## config.mk

```make
export PLATFORM = sky130hd
export DESIGN_NAME = sc_hex_decoder
export DESIGN_NICKNAME = d
export VERILOG_FILES = /design/src/rtl/sc_pkg.sv /design/src/rtl/sc_keystream.sv /design/src/rtl/sc_hex_decoder.sv
export SDC_FILE = /design/constraint.sdc
export NUM_CORES = 1
export LEC_CHECK = 0
export CAP_MARGIN = 20
export CORE_MARGIN = 8
export CORE_UTILIZATION = 35
export DETAILED_ROUTE_END_ITERATION = 8
export PLACE_DENSITY_LB_ADDON = 0.1
export REMOVE_ABC_BUFFERS = 1
export SLEW_MARGIN = 20
export SYNTH_ARGS = -nofsm -noshare
export SYNTH_HDL_FRONTEND = slang
export SYNTH_SLANG_ARGS = --single-unit
```

## constraint.sdc

```tcl
create_clock -name clk -period 5.7 [get_ports clk]
set_input_delay 0.855 -clock clk [delete_from_list [all_inputs] [get_ports clk]]
set_output_delay 0.855 -clock clk [all_outputs]
set_load 0.05 [all_outputs]
```

## src/rtl/sc_pkg.sv

```systemverilog
// Shared constants, state encoding and hex helpers for the stream-cipher
// encrypt/decrypt paths.
package sc_pkg;

  localparam logic [7:0] ASCII_0     = 8'h30;
  localparam logic [7:0] ASCII_9     = 8'h39;
  localparam logic [7:0] ASCII_UA    = 8'h41;
  localparam logic [7:0] ASCII_UF    = 8'h46;
  localparam logic [7:0] ASCII_LA    = 8'h61;
  localparam logic [7:0] ASCII_LF    = 8'h66;
  localparam logic [7:0] ASCII_CR    = 8'h0D;
  localparam logic [7:0] ASCII_DOT   = 8'h2E;
  localparam logic [7:0] ASCII_SPACE = 8'h20;
  localparam logic [7:0] ASCII_TILDE = 8'h7E;

  // Fibonacci taps for x^32 + x^22 + x^2 + x + 1.
  localparam int LFSR_W     = 32;
  localparam int LFSR_TAP_A = 31;
  localparam int LFSR_TAP_B = 21;
  localparam int LFSR_TAP_C = 1;
  localparam int LFSR_TAP_D = 0;

  typedef enum logic [1:0] {
    NOKEY   = 2'd0,
    WAIT_HI = 2'd1,
    WAIT_LO = 2'd2
  } dec_state_e;

  function automatic logic is_hex(input logic [7:0] c);
    return ((c >= ASCII_0)  && (c <= ASCII_9))  ||
           ((c >= ASCII_UA) && (c <= ASCII_UF)) ||
           ((c >= ASCII_LA) && (c <= ASCII_LF));
  endfunction

  function automatic logic [3:0] hex_to_nibble(input logic [7:0] c);
    logic [7:0] v;
    v = 8'h00;
    if ((c >= ASCII_0) && (c <= ASCII_9))        v = c - ASCII_0;
    else if ((c >= ASCII_UA) && (c <= ASCII_UF)) v = c - ASCII_UA + 8'd10;
    else if ((c >= ASCII_LA) && (c <= ASCII_LF)) v = c - ASCII_LA + 8'd10;
    return v[3:0];
  endfunction

  function automatic logic [7:0] to_printable(input logic [7:0] b);
    return ((b >= ASCII_SPACE) && (b <= ASCII_TILDE)) ? b : ASCII_DOT;
  endfunction

endpackage

```

## src/rtl/sc_keystream.sv

```systemverilog
// 32-bit Fibonacci LFSR keystream generator; shared by the encrypt and
// decrypt paths so both sides step identically.
module sc_keystream
  import sc_pkg::*;
(
  input  logic              clk,
  input  logic              rst,
  input  logic              load,
  input  logic [LFSR_W-1:0] seed,
  input  logic              step,
  output logic [7:0]        ks_byte
);

  logic [LFSR_W-1:0] lfsr_q;
  logic [LFSR_W-1:0] lfsr_d;
  logic              feedback;

  // An all-zero seed is loaded unchanged and simply locks the keystream at 0.
  always_comb begin
    feedback = lfsr_q[LFSR_TAP_A] ^ lfsr_q[LFSR_TAP_B] ^
               lfsr_q[LFSR_TAP_C] ^ lfsr_q[LFSR_TAP_D];
    lfsr_d = lfsr_q;
    if (load)      lfsr_d = seed;
    else if (step) lfsr_d = {lfsr_q[LFSR_W-2:0], feedback};
  end

  always_ff @(posedge clk) begin
    if (rst) lfsr_q <= '0;
    else     lfsr_q <= lfsr_d;
  end

  assign ks_byte = lfsr_q[7:0];

endmodule

```

## src/rtl/sc_hex_decoder.sv

```systemverilog
// Hex-digit stream to plaintext decoder with keystream XOR and show-ahead FIFO.
// Define SC_DEC_PRINTABLE_EN to replace non-printable plaintext with '.'.
module sc_hex_decoder
  import sc_pkg::*;
#(
  parameter int FIFO_DEPTH = 8
) (
  input  logic                        clk,
  input  logic                        rst,
  input  logic                        key_ld,
  input  logic [31:0]                 key,
  input  logic                        in_vld,
  input  logic [7:0]                  in_char,
  input  logic                        in_eol,
  output logic                        out_vld,
  output logic [7:0]                  out_byte,
  input  logic                        out_rdy,
  output logic                        err_hex,
  output logic                        err_odd,
  output logic                        overflow,
  output logic [$clog2(FIFO_DEPTH):0] fifo_cnt
);

  localparam int PTR_W = $clog2(FIFO_DEPTH);
  localparam int CNT_W = PTR_W + 1;
  localparam logic [CNT_W-1:0] FULL_CNT = CNT_W'(FIFO_DEPTH);

  dec_state_e state_q, state_d;
  logic [3:0] hi_q, hi_d;
  logic       err_hex_q, err_hex_d;
  logic       err_odd_q, err_odd_d;
  logic       overflow_q, overflow_d;
  logic [7:0] out_byte_q, out_byte_d;
  logic [7:0] mem_q [FIFO_DEPTH];
  logic [7:0] mem_d [FIFO_DEPTH];
  logic [PTR_W-1:0] wr_ptr_q, wr_ptr_d;
  logic [PTR_W-1:0] rd_ptr_q, rd_ptr_d;
  logic [CNT_W-1:0] cnt_q, cnt_d;

  logic       char_hex;
  logic [3:0] char_nib;
  logic       take_hi;
  logic       byte_done;
  logic [7:0] ks_byte;
  logic [7:0] plain_byte;
  logic [7:0] push_byte;
  logic       full;
  logic       pop;
  logic       push;

  assign char_hex = is_hex(in_char);
  assign char_nib = hex_to_nibble(in_char);

  always_ff @(posedge clk) begin
    if (rst) state_q <= NOKEY;
    else     state_q <= state_d;
  end

  // key_ld wins over in_eol, which wins over in_vld.
  always_comb begin
    state_d = state_q;
    if (key_ld) begin
      state_d = WAIT_HI;
    end else begin
      case (state_q)
        NOKEY:   state_d = NOKEY;
        WAIT_HI: if (!in_eol && in_vld && char_hex) state_d = WAIT_LO;
        WAIT_LO: if (in_eol || (in_vld && char_hex)) state_d = WAIT_HI;
        default: state_d = NOKEY;
      endcase
    end
  end

  always_comb begin
    take_hi   = 1'b0;
    byte_done = 1'b0;
    err_hex_d = 1'b0;
    err_odd_d = 1'b0;
    if (!key_ld && (state_q != NOKEY)) begin
      if (in_eol) begin
        err_odd_d = (state_q == WAIT_LO);
      end else if (in_vld) begin
        err_hex_d = !char_hex;
        take_hi   = char_hex && (state_q == WAIT_HI);
        byte_done = char_hex && (state_q == WAIT_LO);
      end
    end
  end

  sc_keystream u_keystream (
    .clk     (clk),
    .rst     (rst),
    .load    (key_ld),
    .seed    (key),
    .step    (byte_done),
    .ks_byte (ks_byte)
  );

  assign plain_byte = {hi_q, char_nib} ^ ks_byte;

`ifdef SC_DEC_PRINTABLE_EN
  assign push_byte = to_printable(plain_byte);
`else
  assign push_byte = plain_byte;
`endif

  assign full = (cnt_q == FULL_CNT);
  assign pop  = out_vld && out_rdy;
  // A dropped byte still steps the LFSR so the keystream stays aligned.
  assign push = byte_done && (!full || pop);

  always_comb begin
    hi_d       = hi_q;
    if (key_ld || byte_done || (in_eol && state_q == WAIT_LO)) hi_d = 4'h0;
    else if (take_hi)                                          hi_d = char_nib;
    overflow_d = overflow_q || (byte_done && full && !pop);
    mem_d      = mem_q;
    if (push) mem_d[wr_ptr_q] = push_byte;
    wr_ptr_d   = wr_ptr_q + PTR_W'(push);
    rd_ptr_d   = rd_ptr_q + PTR_W'(pop);
    cnt_d      = cnt_q + CNT_W'(push) - CNT_W'(pop);
    // Registered head; a byte written this edge into the new head slot bypasses mem.
    out_byte_d = out_byte_q;
    if (cnt_d != '0) begin
      if (push && (rd_ptr_d == wr_ptr_q)) out_byte_d = push_byte;
      else                                out_byte_d = mem_q[rd_ptr_d];
    end
  end

  always_ff @(posedge clk) begin
    if (rst) begin
      hi_q       <= 4'h0;
      err_hex_q  <= 1'b0;
      err_odd_q  <= 1'b0;
      overflow_q <= 1'b0;
      out_byte_q <= 8'h00;
      mem_q      <= '{default: 8'h00};
      wr_ptr_q   <= '0;
      rd_ptr_q   <= '0;
      cnt_q      <= '0;
    end else begin
      hi_q       <= hi_d;
      err_hex_q  <= err_hex_d;
      err_odd_q  <= err_odd_d;
      overflow_q <= overflow_d;
      out_byte_q <= out_byte_d;
      mem_q      <= mem_d;
      wr_ptr_q   <= wr_ptr_d;
      rd_ptr_q   <= rd_ptr_d;
      cnt_q      <= cnt_d;
    end
  end

  assign out_vld  = (cnt_q != '0);
  assign out_byte = out_byte_q;
  assign err_hex  = err_hex_q;
  assign err_odd  = err_odd_q;
  assign overflow = overflow_q;
  assign fifo_cnt = cnt_q;

endmodule
```

==> results of run 1 <==
[worst min-delay path: stages (launching register included)]
cell     delay [ns]
dfxtp_1        0.32
mux2i_1        0.06
nor2_1         0.07
[layer usage]
| layer | track usage (%) | vias to the layer above | routed length [um] |
|---|---|---|---|
| met3 | 4.508 | 15 | 631 |
| met1 | 18.87 | 2059 | 6777 |
| met4 | 4.810 | 0 | 146 |
| met5 | 0 | - | 0 |
| met2 | 23.89 | 79 | 6734 |
| li1 | - | 2130 | - |
[layout make-up]
class                      count  area (um2)  area share, %
multi-input combinational    368        2987          41.93
sequential                   123        2462          34.57
timing repair buffer          70       675.6          9.485
clock buffer                  24       491.7          6.903
tap                          216       270.3          3.794
inverter                      39       146.4          2.055
clock inverter                 8       90.09          1.265
[synth_stat cells, drive strengths merged (2+ instances only)]
| master | number | area (um2) |
|---|---|---|
| mux4 | 16 | 360.4 |
| nor3 | 5 | 25.02 |
| mux2 | 2 | 22.52 |
| nor2b | 8 | 50.05 |
| clkbuf | 23 | 86.33 |
| dfxtp | 123 | 2462 |
| nor4 | 8 | 50.05 |
| o221a | 29 | 326.6 |
| a21oi | 40 | 200.2 |
| or3 | 2 | 12.51 |
| nand3 | 3 | 15.01 |
| nand2 | 16 | 60.06 |
| a22o | 2 | 17.52 |
| xor2 | 8 | 70.07 |
| a21o | 3 | 22.52 |
| buf | 15 | 72.57 |
| nor3b | 2 | 15.01 |
| a211oi | 9 | 67.56 |
| nand2b | 6 | 37.54 |
| ha | 13 | 162.7 |
| or2 | 5 | 31.28 |
| a222oi | 2 | 20.02 |
| and2 | 2 | 12.51 |
| a32o | 7 | 70.07 |
| inv | 39 | 146.4 |
| o21ai | 3 | 15.01 |
| mux2i | 66 | 660.6 |
| nor2 | 87 | 326.6 |
| xnor2 | 11 | 96.34 |
| o2111a | 2 | 22.52 |
[registers in the layout, indices dropped and copies added, names as in the netlist]
| register | count |
|---|---|
| err_hex | 1 |
| err_odd | 1 |
| fifo_cnt | 4 |
| hi_q | 4 |
| mem_q | 64 |
| out_byte | 8 |
| overflow | 1 |
| rd_ptr_q | 3 |
| state_q | 2 |
| u_keystream.lfsr_q | 32 |
| wr_ptr_q | 3 |
[power by group through the flow]
stage / Combinational, mW / Clock, mW / Sequential [mW]
after global placement: 0.586 / 0 / 0.938
after global routing: 0.642 / 1.13 / 0.926
after detailed placement: 0.593 / 0 / 0.940
final: 0.588 / 1.06 / 0.921
after CTS: 0.595 / 1.08 / 0.922
after floorplan: 0.343 / 0 / 0.976
[worst min-delay path by stage]
| stage | from | endpoint | slack, ns | cells after the start |
|---|---|---|---|---|
| floorplan | mem_q[12] | mem_q[12] | 0.45 | 2 |
| global placement | overflow | overflow | 0.47 | 2 |
| detailed placement | overflow | overflow | 0.47 | 2 |
| CTS | mem_q[36] | mem_q[36] | 0.49 | 2 |
| global route | mem_q[17] | mem_q[17] | 0.51 | 2 |
| finish | mem_q[17] | mem_q[17] | 0.49 | 2 |
[kinds of logic after synthesis]
| logic type | Yosys count |
|---|---|
| compound gates | 103 |
| xor+xnor | 19 |
| fa+ha+maj | 14 |
| buf+inv | 77 |
| flops | 123 |
| mux | 84 |
| simple gates | 148 |
[through the flow]
stage                     cell area, um2  instances
final                               7123        848
after global routing                7123        848
after CTS                           7123        848
after detailed placement            6541        816
after global placement              6541        816
after floorplan                     5485        530
[layout by cell type (no fill, tap or decap), types with 10 or more instances in the layout]
cell,netlist,routed
a21oi_1,40,40
buf_4,1,10
clkbuf_16,0,17
clkdlybuf4s50_1,0,60
dfxtp_1,123,123
ha_1,13,13
inv_1,39,39
mux2i_1,66,66
mux4_2,16,16
nand2_1,16,16
nor2_1,87,87
o221a_2,29,29
xnor2_1,11,10
==> impl_metrics.tcl, run 1 <==
set metrics [dict create \
    p_leak_nw 2.710 \
    dp_hpwl_um 9707 \
    clockBufferDepth 2 \
    async_reset_ff_share_pct 0 \
    globalplace.congestion 0.7514 \
    dr.pass1.iters 5 \
    cp_top_family "simple AND/OR/NAND/NOR gates" \
    antenna_found_initial 0 \
    period_minus_slack_ns 4.339 \
    core_mm2 0.01583 \
    clock-sinks 123 \
    reg2reg_slack_ns 2.38 \
    slew_violations 0 \
    io_buffers 61 \
    fin_nets 679 \
    combPwrFrac_pct 22.9 \
    avgSynthCellArea_um2 9.937 \
    seqPwrFrac_pct 35.9 \
    grt_max_degree 70 \
    ys_seq_area_share_pct 43.63 \
    finalHoldViolations 0 \
    ys_types 44 \
    hp-class "reg2reg" \
    drv_cap 0 \
    tritoncts "yes" \
    grt-ovfl-total 0 \
    p_int_mw 1.817 \
    final.fill_count 1516 \
    status "completed" \
    critPathMaxStageDelay_ns 0.58 \
    cts_setup_buffers 0 \
    grt_pass1_wl_um 23520 \
    die_y_um 143.0 \
    clockPowerShare_pct 41.2 \
    antenna_cells 0 \
    synth_simple_gate_area_share_pct 11.97 \
    numCtsBuffers 17 \
    drive_gt1_share_pct 15.51 \
    syn_inst 568 \
    synth_edf_count 0 \
    via_count 4283 \
    muxShareOfSynthArea_pct 18.49 \
    synth_area_mm2 0.005644 \
    finalWirelength_um 14290 \
    htreeDepth 4 \
    rr_endpoint "out_byte[3]" \
    setup_viol_count_final 0 \
    path_depth 14 \
    clkLatencyLatePin_ns 0.42 \
    finalHoldWorstSlack_ns 0.4863 \
    cts_hold_buffers 0 \
    fin_setup_tns_ns 0 \
    p_sw_share_pct 29.26 \
    std_cell_rows 46 \
    p_total_mw 2.569 \
    p_sw_uw 751.7 \
    dieArea_mm2 0.02045 \
    crit_fanout 8 \
    cp_data_arrival_time_ns 4.70 \
    rsz0062_at_grt "no" \
    grt_usage_pct 14.96 \
    finalWorstSetupSlack_ns 1.361 \
    fin_skew_ns 0.006956 \
    reg2reg_depth 11 \
    synthAdderAreaFrac_pct 3.237 \
    ys_ff_latch 123 \
    finalCritPeriodShare_pct 76.12 \
    critPathBufInv 2 \
    worstMarginPinSlew_ns 0.9651 \
    synth_compound_area_share_pct 14.32 \
    ys.flop_type "dfxtp_1" \
    cp-start-kind "input pin" \
    p_per_area_mw_per_mm2 360.7 \
    die_w_um 143.0 \
    vias_per_cell 5.051 \
    critPathRequiredTime_ns 6.06 \
    drt_first_iter_violations 208 \
    fmax_ghz 0.2305 \
    setup.worst_path.start "in_char[0]" \
    start_util_pct 35.66 \
    dp_slack_ns 0.9601 \
    path_class "in2reg" \
    relSlewSlack_pct 35.17 \
    worstReg2RegStart "state_q[1]" \
    yosys_warnings 0 \
    critPathCaptureType "register" \
    cts_resized 0 \
    synth_top_family_by_area "multiplexers" \
    drc 0 \
    grt_pass1_vias 4438 \
    fin_util_pct 45.00 \
    ant_nets 0 \
    syn_to_final_growth_pct 26.20 \
    routedWlPerCell_um 16.85 \
    ios 62 \
    path_clk_slew_ns 0.05 \
    endpoint "out_byte[3]" \
    path_cells "clkdlybuf4s50_1 -> inv_1 -> ha_1 -> nor3b_1 -> or3b_1 -> a211o_1 -> or3_1 -> nand2_1 -> ha_1 -> fa_1 -> nor2_1 -> nand3_1 -> nor2_1 -> a22o_1" \
    cts_root_buffer "clkbuf_16" \
    irDropWorstVdd_uv 222.2 \
    critPathSlowestCell "clkdlybuf4s50_1" \
    synth-xor-area-share_pct 2.948 \
]
Power figures use the tool's default switching activity.
==> run 2, diff against run 1 <==
==> constraint.sdc (replaced) <==
create_clock -name clk -period 4.2 [get_ports clk]
set_input_delay 0.63 -clock clk [delete_from_list [all_inputs] [get_ports clk]]
set_output_delay 0.63 -clock clk [all_outputs]
set_load 0.05 [all_outputs]
==> impl_metrics.tcl, run 2 (synthesis gave the netlist of run 1 again) <==
set metrics [dict create \
    status "completed" \
    vias_per_cell 4.982 \
    final_design_area_no_fill_mm2 0.007221 \
    placedCellCount 835 \
    dr.pass1.iters 5 \
    via_count 4314 \
    hp-class "reg2reg" \
    p_per_area_mw_per_mm2 487.4 \
    largest_reg_flops 64 \
    grt-ovfl-total 0 \
    cp_top_family "compound AO/OA/AOI/OAI gates" \
    tritoncts "yes" \
    path_cells "clkdlybuf4s50_1 -> or4b_4 -> or3b_1 -> a211o_1 -> or3_1 -> nand2_1 -> ha_1 -> a21o_1 -> a21oi_1 -> xnor2_1 -> a31oi_1 -> a32o_1" \
    critPathRequiredTime_ns 4.55 \
    globalplace.congestion 0.7499 \
    syn_to_final_growth_pct 27.93 \
    grt_usage_pct 15.16 \
    clockBufferDepth 2 \
    fmax_ghz 0.2556 \
    worstMarginPinSlew_ns 0.9190 \
    die_y_um 143.0 \
    dp_hpwl_um 10030 \
    io_buffers 61 \
    multi_input_area_mm2 0.002934 \
    ios 62 \
    critPathCaptureType "register" \
    cp-start-kind "input pin" \
    antenna_cells 0 \
    htreeDepth 4 \
    drive_gt1_share_pct 18.00 \
    clkLatencyLatePin_ns 0.41 \
    fin_cells 866 \
    drt_first_iter_violations 197 \
    drc 0 \
    relSlewSlack_pct 38.53 \
    regArea_mm2 0.002462 \
    cts_setup_buffers 0 \
    dieArea_mm2 0.02045 \
    routedWlPerCell_um 16.90 \
    start_util_pct 35.66 \
    critPathSlowestCell "a31oi_1" \
    place_area_mm2 0.006631 \
    fin_skew_ns 0.008775 \
    grt_pass1_vias 4462 \
    die_w_um 143.0 \
    setup_viol_count_final 0 \
    layout_commonest_cell "dfxtp_1" \
    final_cell_mix "dfxtp_1, nor2_1, mux2i_1, clkdlybuf4s50_1, a21oi_1" \
    critPathBufInv 1 \
    core_mm2 0.01583 \
    cts_resized 0 \
    cts_root_buffer "clkbuf_16" \
    crit_fanout 8 \
    numCtsBuffers 17 \
    grt_max_degree 72 \
    clock-sinks 123 \
    cts_hold_buffers 0 \
    p_leak_nw 2.804 \
    path_clk_slew_ns 0.05 \
    finalCritPeriodShare_pct 93.14 \
    drv_cap 0 \
    critPathMaxStageDelay_ns 0.62 \
    finalHoldViolations 0 \
    finalWirelength_um 14630 \
    final.fill_count 1490 \
    cp_data_arrival_time_ns 4.26 \
    std_cell_rows 46 \
    grt_pass1_wl_um 23980 \
    period_minus_slack_ns 3.912 \
    fin_setup_tns_ns 0 \
    path_class "in2reg" \
    irDropWorstVdd_uv 306.2 \
    regMostFlops "mem_q" \
    ant_nets 0 \
    slew_violations 0 \
    rsz0062_at_grt "no" \
    antenna_found_initial 0 \
    fin_nets 698 \
]
==> run 2: worst min-delay path, cell delays in order, from the launching register on <==
cell and delay [ns]:
dfxtp_1 0.32, mux2i_1 0.06, nor2_1 0.07
==> run 2: routing by layer <==
layer	vias to the layer above	part of all wire [%]	global-route usage, %
li1	2161	-	-
met5	-	0	0
met3	11	3.5	4.474
met2	79	47	23.67
met4	0	0.83	3.859
met1	2063	49	19.98
==> run 2: path summary, 6_finish.rpt <==
path,from,endpoint,depth (start not counted),slack (ns)
hold / removal,mem_q[46],mem_q[46],2,0.49
setup / recovery,in_char[7],out_byte[2],12,0.29
hold reg to reg,mem_q[46],mem_q[46],2,0.49
setup reg to reg,state_q[1],out_byte[2],11,1.03
==> run 2: power breakdown <==
group / switching [mW] / leakage, nW / internal [mW]
Combinational: 0.473 / 1.51 / 0.343
Clock: 0.509 / 0.292 / 0.945
Sequential: 0.0333 / 1.00 / 1.22
==> run 2: cell type report <==
class                           instances  area share (%)
Multi-Input combinational cell        368           40.63
Timing Repair Buffer                   89           11.33
Inverter                               39           2.027
Clock buffer                           24           6.949
Tap cell                              216           3.743
Clock inverter                          7           1.213
Sequential cell                       123           34.10
==> run 2: per-stage QoR <==
stage	hold WS, ns	utilization (%)	power [mW]	setup WS (ns)
2_1_floorplan	0.4546	-	1.791	-0.03125
3_3_place_gp	0.4669	41.90	2.082	-0.03845
3_5_place_dp	0.4698	41.90	2.098	-0.1561
4_1_cts	0.4914	45.62	3.562	0.2708
5_1_grt	0.5155	45.62	3.695	0.03448
6_report	0.4869	45.62	3.519	0.2881
